$ cat src/rtl/node_port_mux_pkg.sv
// Shared types and direction codes for the node neighbour-port multiplexer.
package node_port_mux_pkg;

    localparam int WORD_BITS = 11;

    typedef logic [WORD_BITS-1:0] word_t;

    typedef enum logic [1:0] {
        IDLE,
        SEND,
        RECV
    } portmux_state_t;

    // Pseudo-directions sit just above the physical port indices.
    function automatic int dir_any(input int nports);
        return nports;
    endfunction

    function automatic int dir_last(input int nports);
        return nports + 1;
    endfunction

    function automatic int dir_nil(input int nports);
        return nports + 2;
    endfunction

endpackage

$ cat src/rtl/node_port_mux_prio_sel.sv
// Lowest-index one-hot grant over a request vector.
module node_port_mux_prio_sel #(
    parameter int N = 4
) (
    input  logic [N-1:0] req_i,
    output logic [N-1:0] gnt_o
);

    logic found;

    always_comb begin
        gnt_o = '0;
        found = 1'b0;
        for (int i = 0; i < N; i++) begin
            if (req_i[i] && !found) begin
                gnt_o[i] = 1'b1;
                found    = 1'b1;
            end
        end
    end

endmodule

$ cat src/rtl/node_port_mux.sv
// Blocking one-word transfers between the node core and its neighbour ports,
// with ANY/LAST/NIL pseudo-directions and abort on halt.
import node_port_mux_pkg::*;

module node_port_mux #(
    parameter int NPORTS = 4,
    parameter int WORD_W = 11,
    parameter int DIR_W  = $clog2(NPORTS + 3)
) (
    input  logic                     CLK,
    input  logic                     nRST,
    input  logic                     tx,
    input  logic                     rx,
    input  logic [DIR_W-1:0]         dir,
    input  logic                     halt,
    input  logic [WORD_W-1:0]        out_data,
    output logic [WORD_W-1:0]        in_data,
    output logic                     tx_complete,
    output logic                     rx_complete,
    output logic                     busy,
    output logic [DIR_W-1:0]         last_dir,
    output logic [NPORTS-1:0]        port_out_valid,
    output logic [NPORTS*WORD_W-1:0] port_out_data,
    input  logic [NPORTS-1:0]        port_out_ack,
    input  logic [NPORTS-1:0]        port_in_valid,
    input  logic [NPORTS*WORD_W-1:0] port_in_data,
    output logic [NPORTS-1:0]        port_in_ack
);

    localparam logic [DIR_W-1:0] D_ANY  = DIR_W'(dir_any(NPORTS));
    localparam logic [DIR_W-1:0] D_LAST = DIR_W'(dir_last(NPORTS));
    localparam logic [DIR_W-1:0] D_MAXP = DIR_W'(NPORTS - 1);

    portmux_state_t state_q, state_d;

    logic [WORD_W-1:0] data_q, data_d;
    logic [WORD_W-1:0] in_data_q, in_data_d;
    logic              txc_q, txc_d;
    logic              rxc_q, rxc_d;
    logic              any_q, any_d;
    logic              last_valid_q, last_valid_d;
    logic [DIR_W-1:0]  tgt_q, tgt_d;
    logic [DIR_W-1:0]  last_dir_q, last_dir_d;
    logic [DIR_W-1:0]  rr_q, rr_d;
    logic [NPORTS-1:0] ovalid_q, ovalid_d;

    logic [NPORTS-1:0] any_gnt;
    logic [NPORTS-1:0] rx_sel;
    logic [WORD_W-1:0] rx_word;
    logic [DIR_W-1:0]  req_tgt;
    logic              req_any;
    logic              req_nil;
    logic              tx_hit;
    logic              rx_hit;

    function automatic logic [NPORTS-1:0] onehot(input logic [DIR_W-1:0] d);
        logic [NPORTS-1:0] v;
        v = '0;
        for (int i = 0; i < NPORTS; i++) begin
            if (DIR_W'(i) == d) v[i] = 1'b1;
        end
        return v;
    endfunction

    function automatic logic [DIR_W-1:0] idx_of(input logic [NPORTS-1:0] v);
        logic [DIR_W-1:0] r;
        r = '0;
        for (int i = 0; i < NPORTS; i++) begin
            if (v[i]) r = DIR_W'(i);
        end
        return r;
    endfunction

    function automatic logic [DIR_W-1:0] rr_next(input logic [DIR_W-1:0] p);
        return (p == D_MAXP) ? '0 : p + 1'b1;
    endfunction

    node_port_mux_prio_sel #(
        .N(NPORTS)
    ) u_prio_sel (
        .req_i(port_in_valid),
        .gnt_o(any_gnt)
    );

    // LAST with no prior ANY, NIL and unused codes all complete immediately.
    assign req_any = (dir == D_ANY);
    assign req_tgt = (dir == D_LAST) ? last_dir_q : dir;
    assign req_nil = (dir > D_LAST) || ((dir == D_LAST) && !last_valid_q);

    assign rx_sel      = any_q ? any_gnt : (onehot(tgt_q) & port_in_valid);
    assign port_in_ack = (state_q == RECV) ? rx_sel : '0;
    assign rx_hit      = |port_in_ack;
    assign tx_hit      = |(ovalid_q & port_out_ack);

    always_comb begin
        rx_word = '0;
        for (int i = 0; i < NPORTS; i++) begin
            if (rx_sel[i]) rx_word = port_in_data[i*WORD_W +: WORD_W];
        end
    end

    always_comb begin
        state_d      = state_q;
        data_d       = data_q;
        in_data_d    = in_data_q;
        txc_d        = 1'b0;
        rxc_d        = 1'b0;
        any_d        = any_q;
        tgt_d        = tgt_q;
        last_dir_d   = last_dir_q;
        last_valid_d = last_valid_q;
        rr_d         = rr_q;
        ovalid_d     = ovalid_q;
        unique case (state_q)
            IDLE: begin
                if (!halt && tx) begin
                    if (req_nil) begin
                        txc_d = 1'b1;
                    end else begin
                        data_d   = out_data;
                        any_d    = req_any;
                        tgt_d    = req_tgt;
                        ovalid_d = req_any ? onehot(rr_q) : onehot(req_tgt);
                        state_d  = SEND;
                    end
                end else if (!halt && rx) begin
                    if (req_nil) begin
                        in_data_d = '0;
                        rxc_d     = 1'b1;
                    end else begin
                        any_d   = req_any;
                        tgt_d   = req_tgt;
                        state_d = RECV;
                    end
                end
            end
            SEND: begin
                if (any_q) rr_d = rr_next(rr_q);
                if (tx_hit) begin
                    ovalid_d = '0;
                    txc_d    = 1'b1;
                    state_d  = IDLE;
                    if (any_q) begin
                        last_dir_d   = idx_of(ovalid_q);
                        last_valid_d = 1'b1;
                    end
                end else if (halt) begin
                    ovalid_d = '0;
                    state_d  = IDLE;
                end else if (any_q) begin
                    ovalid_d = onehot(rr_next(rr_q));
                end
            end
            RECV: begin
                if (rx_hit) begin
                    in_data_d = rx_word;
                    rxc_d     = 1'b1;
                    state_d   = IDLE;
                    if (any_q) begin
                        last_dir_d   = idx_of(rx_sel);
                        last_valid_d = 1'b1;
                    end
                end else if (halt) begin
                    state_d = IDLE;
                end
            end
            default: state_d = IDLE;
        endcase
    end

    always_ff @(posedge CLK or negedge nRST) begin
        if (!nRST) begin
            state_q      <= IDLE;
            data_q       <= '0;
            in_data_q    <= '0;
            txc_q        <= 1'b0;
            rxc_q        <= 1'b0;
            any_q        <= 1'b0;
            tgt_q        <= '0;
            last_dir_q   <= '0;
            last_valid_q <= 1'b0;
            rr_q         <= '0;
            ovalid_q     <= '0;
        end else begin
            state_q      <= state_d;
            data_q       <= data_d;
            in_data_q    <= in_data_d;
            txc_q        <= txc_d;
            rxc_q        <= rxc_d;
            any_q        <= any_d;
            tgt_q        <= tgt_d;
            last_dir_q   <= last_dir_d;
            last_valid_q <= last_valid_d;
            rr_q         <= rr_d;
            ovalid_q     <= ovalid_d;
        end
    end

    assign in_data        = in_data_q;
    assign tx_complete    = txc_q;
    assign rx_complete    = rxc_q;
    assign busy           = (state_q != IDLE);
    assign last_dir       = last_dir_q;
    assign port_out_valid = ovalid_q;
    assign port_out_data  = {NPORTS{data_q}};

endmodule

$ cat config.mk
export PLATFORM = sky130hd
export DESIGN_NAME = node_port_mux
export DESIGN_NICKNAME = d
export VERILOG_FILES = /design/src/rtl/node_port_mux_pkg.sv /design/src/rtl/node_port_mux_prio_sel.sv /design/src/rtl/node_port_mux.sv
export SDC_FILE = /design/constraint.sdc
export NUM_CORES = 1
export LEC_CHECK = 0
export ABC_AREA = 1
export CORE_ASPECT_RATIO = 1.75
export CORE_UTILIZATION = 44
export CTS_CLUSTER_DIAMETER = 200
export CTS_CLUSTER_SIZE = 10
export DETAILED_ROUTE_END_ITERATION = 10
export HOLD_SLACK_MARGIN = 0.03
export PLACE_DENSITY_LB_ADDON = 0.2
export RECOVER_POWER = 100
export SLEW_MARGIN = 10
export SYNTH_ARGS = -nofsm -noshare
export SYNTH_HDL_FRONTEND = slang
export SYNTH_SLANG_ARGS = --single-unit
$ cat constraint.sdc
create_clock -name CLK -period 2.5 [get_ports CLK]
set_input_delay 0.375 -clock CLK [delete_from_list [all_inputs] [get_ports CLK]]
set_output_delay 0.375 -clock CLK [all_outputs]
set_load 0.1 [all_outputs]
# Word level (Yosys, flattened, before mapping)
# Cells that the tools add are included.
# op_classes
reduce_logical	32
bitwise	3
addsub	1
mux	79
eq_ne	30
n_lt_le_gt_ge	1
# op_table
operator	n
$mux 11	8
$mux 3	13
$mux 1	36
$mux 4	8
$eq 2x3->1 const A	8
$pmux 11 s2	1
$ne 2x2->1 const B	9
$mux 2	7
$eq 1x3->1 const A	4
$logic_not 3->1	4
$reduce_and 5->1	2
$reduce_bool 2->1	5
$ne 3x3->1 const B	3
$reduce_and 3->1	3
$and 4x4->4	2
$pmux 4 s2	1
$reduce_or 4->1	2
$eq 3x3->1 const B	2
$logic_and 1x1->1	6
$pmux 1 s2	3
$pmux 2 s3	1
$pmux 3 s2	1
$logic_not 1->1	5
$ne 4x4->1 const B	1
10 further kinds	11
# word_totals
input_bits	71
register_bits	41
out_inout_bits	69
elab_cells	157

# Depth between registers and ports, before layout
# depth
word_depth	17
depth_mapped	11
mapped_depth_nobuf	11

# Modules after synthesis
# A second synthesis with hierarchy kept.
# unflattened
cells_unflattened	398
hier_area_um2	2807.7
# modules_own_cells
mod	cells_each	area_per_inst_um2	seq_area_each_um2	instances
node_port_mux	389	2770.2	1001.0	1
node_port_mux_prio_sel	9	37.5	0.0	1

# Least setup slack after synthesis
# OpenSTA, ideal clock, no wires.
# synth_timing
path_type	register -> output
start	reg any_q
end	out port_in_ack[2]
arrival_time_ns	2.071
n_path_buf	0
path_stages_with_launch	6
setup_slack_ns	0.054
path_cell_list	dfrtp_1 > inv_2 > nor2_1 > nor2_1 > nand2_2 > nor2_1
# synth_via
elab_chain_cells	2
# synth_rtl
element	line	rtl
from (decl)	node_port_mux.sv:40	logic any_q, any_d;
from (signal assigned)	node_port_mux.sv:190	any_q <= any_d;
$mux 4	node_port_mux.sv:90	assign rx_sel = any_q ? any_gnt : (onehot(tgt_q) & port_in_valid);
$mux 4	node_port_mux.sv:91	assign port_in_ack = (state_q == RECV) ? rx_sel : '0;
to (decl)	node_port_mux.sv:27	output logic [NPORTS-1:0] port_in_ack
# Every way passes these cells.

# Final worst setup path
# layout_timing
start	reg state_q[1]
end	out port_in_ack[1]
# layout_via
elab_chain_cells	2
# layout_rtl
element	line	rtl
from (decl)	node_port_mux.sv:34	portmux_state_t state_q, state_d;
from (signal assigned)	node_port_mux.sv:185	state_q <= state_d;
$eq 2x2->1	node_port_mux.sv:91	
$mux 4	node_port_mux.sv:91	
# Every way passes these cells.

==> out/qor.yml <==
setup_path:
  reg2regPathDepth: 7
  worstPathMaxFanout: 13
  worst_ep_required_time_ns: 2.12
  r2r_end: "in_data[4]$_DFFE_PN0P_"
  timing.critical_path.to_type: "primary output"
  startpoint: "state_q[1]$_DFFE_PN0P_"
  timing.critical_path.cells: "inv_2, nor2_4, clkbuf_2, nand3_2, inv_1, buf_12"
  r2r_slack_ns: 0.53
  critical_path.max_stage_delay_ns: 0.44
  critical_path.endpoint: "port_in_ack[1]"
  regToRegStartpoint: "any_q$_DFFE_PN0P_"
  worst-endpoint-arrival_ns: 1.88
  critical_path.startpoint_type: "register"
  critical-path-slowest-cell: "dfrtp_1"
  critPathKind: "register to primary output"
grt:
  grt_util_all_layers_pct: 23.2
  gr-total-overflow: 0
  grt_pass1_vias: 2603
  largest_net_degree_at_the_start_of_global_routing: 41
  antenna_found_initial: 0
  first_pass_grt_wire_length_microns: 12100
floorplanning:
  die_x_extent_microns: 62.7
  fp.dieArea_sq_mm: 0.00679
  initial_core_util_pct: 45.6
  floorplan.core_area_sq_mm: 0.00623
  die_height_microns: 108
  floorplan.rows: 38
  num_io_pins: 140
place:
  placement.io_buffers: 138
  detailed_place_hpwl_microns: 6140
  gp_routability_congestion: 0.813
final_layout:
  layout.nets: 540
  layout.filler_cells: 665
  area_growth_syn_to_layout_pct: 28.1
  share_of_layout_cells_above_drive_strength_1_pct: 10.3
  multi_input_area_sq_mm: 0.00127
  sequential_cell_area_sq_mm: 0.00100
  antenna_cells: 0
  layout_commonest_cell: "nand2_1"
  layout_common_cells: "106 x nand2_1, 68 x clkdlybuf4s50_1, 63 x clkbuf_1"
run_status:
  run_status: "completed"
timing:
  slew-limit-headroom_pct: 19.8
  finalHoldViolCount: 0
  tns_ns: 0
  transition_time_of_the_tightest_slew_check_pin_ns: 1.21
  max_freq_mhz: 444
  fin_worst_skew_ns: 0.0104
  rsz0062_at_grt: "false"
  final_min_period_over_clock_period_pct: 90.1
  setup-violations-final: 0
  slew_viol_final: 0
  post-route-min-period_ns: 2.25
routing:
  route.final.wire_length_microns: 7840
  routed_via_density: 4.93
  detail_route.drc_violations: 0
  ant_nets: 0
  drt-wirelength-per-cell_microns: 14.3
  drt_iter0_markers: 139
  total_iterations_of_the_first_detailed_routing_run: 4
  vias: 2703
logic_synthesis:
  synth_sequential_area_ratio_pct: 35.2
  synth-warning-count: 0
  synth_area_sq_mm: 0.00284
  postSynthCellCount: 363
  post_synth.cell_area_avg_sq_um: 7.82
  netlist-cell-type-count: 29
  syn-num-nets: 436
  number_of_synthesized_register_bits: 40
hold_path:
  hold_path.class: "primary input to async pin"
clock_network:
  ctsHoldBuffers: 0
  ctsHtreeMaxLevel: 2
  worst_skew_pair_latency_ns: 0.30
  ctsRootBufferMaster: "clkbuf_8"
  ctsLongestPathBuffers: 2
  cts_buffers: 5
  numClockSinks: 40
  post_cts.resized_instances: 0
  post_cts.repair.setup_buffers: 0
  cts_tree: "yes"
  cts.reportedPaths.clkPinSlew_ns: 0.09
flow_run:
  drv_cap: 0
==> registers in the layout (all words and copies together), names as in the netlist <==
name / flops
last_valid_q: 1
tgt_q: 3
rr_q: 3
in_data: 11
port_out_valid: 4
last_dir: 2
any_q: 1
rx_complete: 1
tx_complete: 1
state_q: 2
data_q: 11
==> worst max-delay path: cells and delay by family, from the launching register on <==
family	cells	cell delay (ns)
buf+inv	4	0.75
flops	1	0.44
simple gates	2	0.37
==> area by class of cell <==
class	instances	area share, %
multi-input combinational	248	35.0
timing repair buffer	142	28.4
sequential	40	27.5
inverter	30	3.16
tap	80	2.75
clock buffer	5	1.89
clock inverter	3	1.27
==> cells by family after synthesis <==
logic type                 after synthesis  share of synthesized area (%)
adders and majority gates                2                          0.881
other                                    1                          0.132
buffers and inverters                   75                           15.8
DFF                                     40                           35.2
and+or+nand+nor                        189                           32.4
muxes                                   11                           5.68
AOI/OAI and AO/OA                       45                           9.87
==> worst min-delay path by stage <==
stage                               endpoint                     start  cells after the start  slack, ns
floorplan                  any_q$_DFFE_PN0P_                      nRST                      0       0.08
global placement    last_valid_q$_DFFE_PN0P_  last_valid_q$_DFFE_PN0P_                      2       0.44
detailed placement  last_valid_q$_DFFE_PN0P_  last_valid_q$_DFFE_PN0P_                      2       0.44
CTS                    data_q[4]$_DFFE_PN0P_                      nRST                      1       0.23
global route           data_q[1]$_DFFE_PN0P_                      nRST                      1       0.32
finish                 data_q[3]$_DFFE_PN0P_                      nRST                      1       0.24
==> metal layers <==
metal  global-route usage, %  routed length, microns  vias to the layer above
li1                        -                       -                     1331
met1                    25.7                    2920                     1268
met2                    43.6                    4360                       93
met3                    3.38                     404                       11
met4                    9.14                     159                        0
met5                       0                       0                        -
==> per-stage QoR <==
| step | hold WS (ns) | cell area (sq um) | utilization [%] | worst slack, ns | instances |
|---|---|---|---|---|---|
| floorplan | 0.0794 | 2840 | - | 0.0536 | 363 |
| global placement | 0.440 | 3890 | 62.5 | 0.347 | 540 |
| detailed placement | 0.444 | 3890 | 62.5 | 0.351 | 540 |
| CTS | 0.233 | 4010 | 64.3 | 0.266 | 548 |
| global route | 0.321 | 3640 | 58.4 | 0.0688 | 548 |
| finish | 0.238 | 3640 | 58.4 | 0.247 | 548 |
==> synthesized netlist by cell type <==
master | n | share of area (%)
nand2_1 | 102 | 13
dfrtp_1 | 40 | 35
buf_4 | 36 | 9.5
inv_1 | 25 | 3.3
nand3_1 | 25 | 4.4
nor2_1 | 25 | 3.3
o21ai_0 | 16 | 2.8
nand3_2 | 12 | 4.2
o21ai_1 | 12 | 2.1
mux2_4 | 10 | 5.3
o21ai_2 | 10 | 3.1
nand2_2 | 7 | 1.5
buf_2 | 6 | 1.1
nand2_4 | 5 | 2.0
nor2_2 | 5 | 1.1
a21oi_1 | 4 | 0.70
inv_2 | 4 | 0.53
buf_6 | 3 | 1.2
nor2_4 | 3 | 1.2
and2_1 | 2 | 0.44
ha_1 | 2 | 0.88
nand4_1 | 2 | 0.44
a21oi_4 | 1 | 0.57
conb_1 | 1 | 0.13
inv_4 | 1 | 0.22
mux2_2 | 1 | 0.40
nand3b_1 | 1 | 0.26
o31ai_1 | 1 | 0.26
o32ai_1 | 1 | 0.31
Power is not shown: default switching activity piles up to over one toggle a cycle in this logic, so the estimate is an artifact.
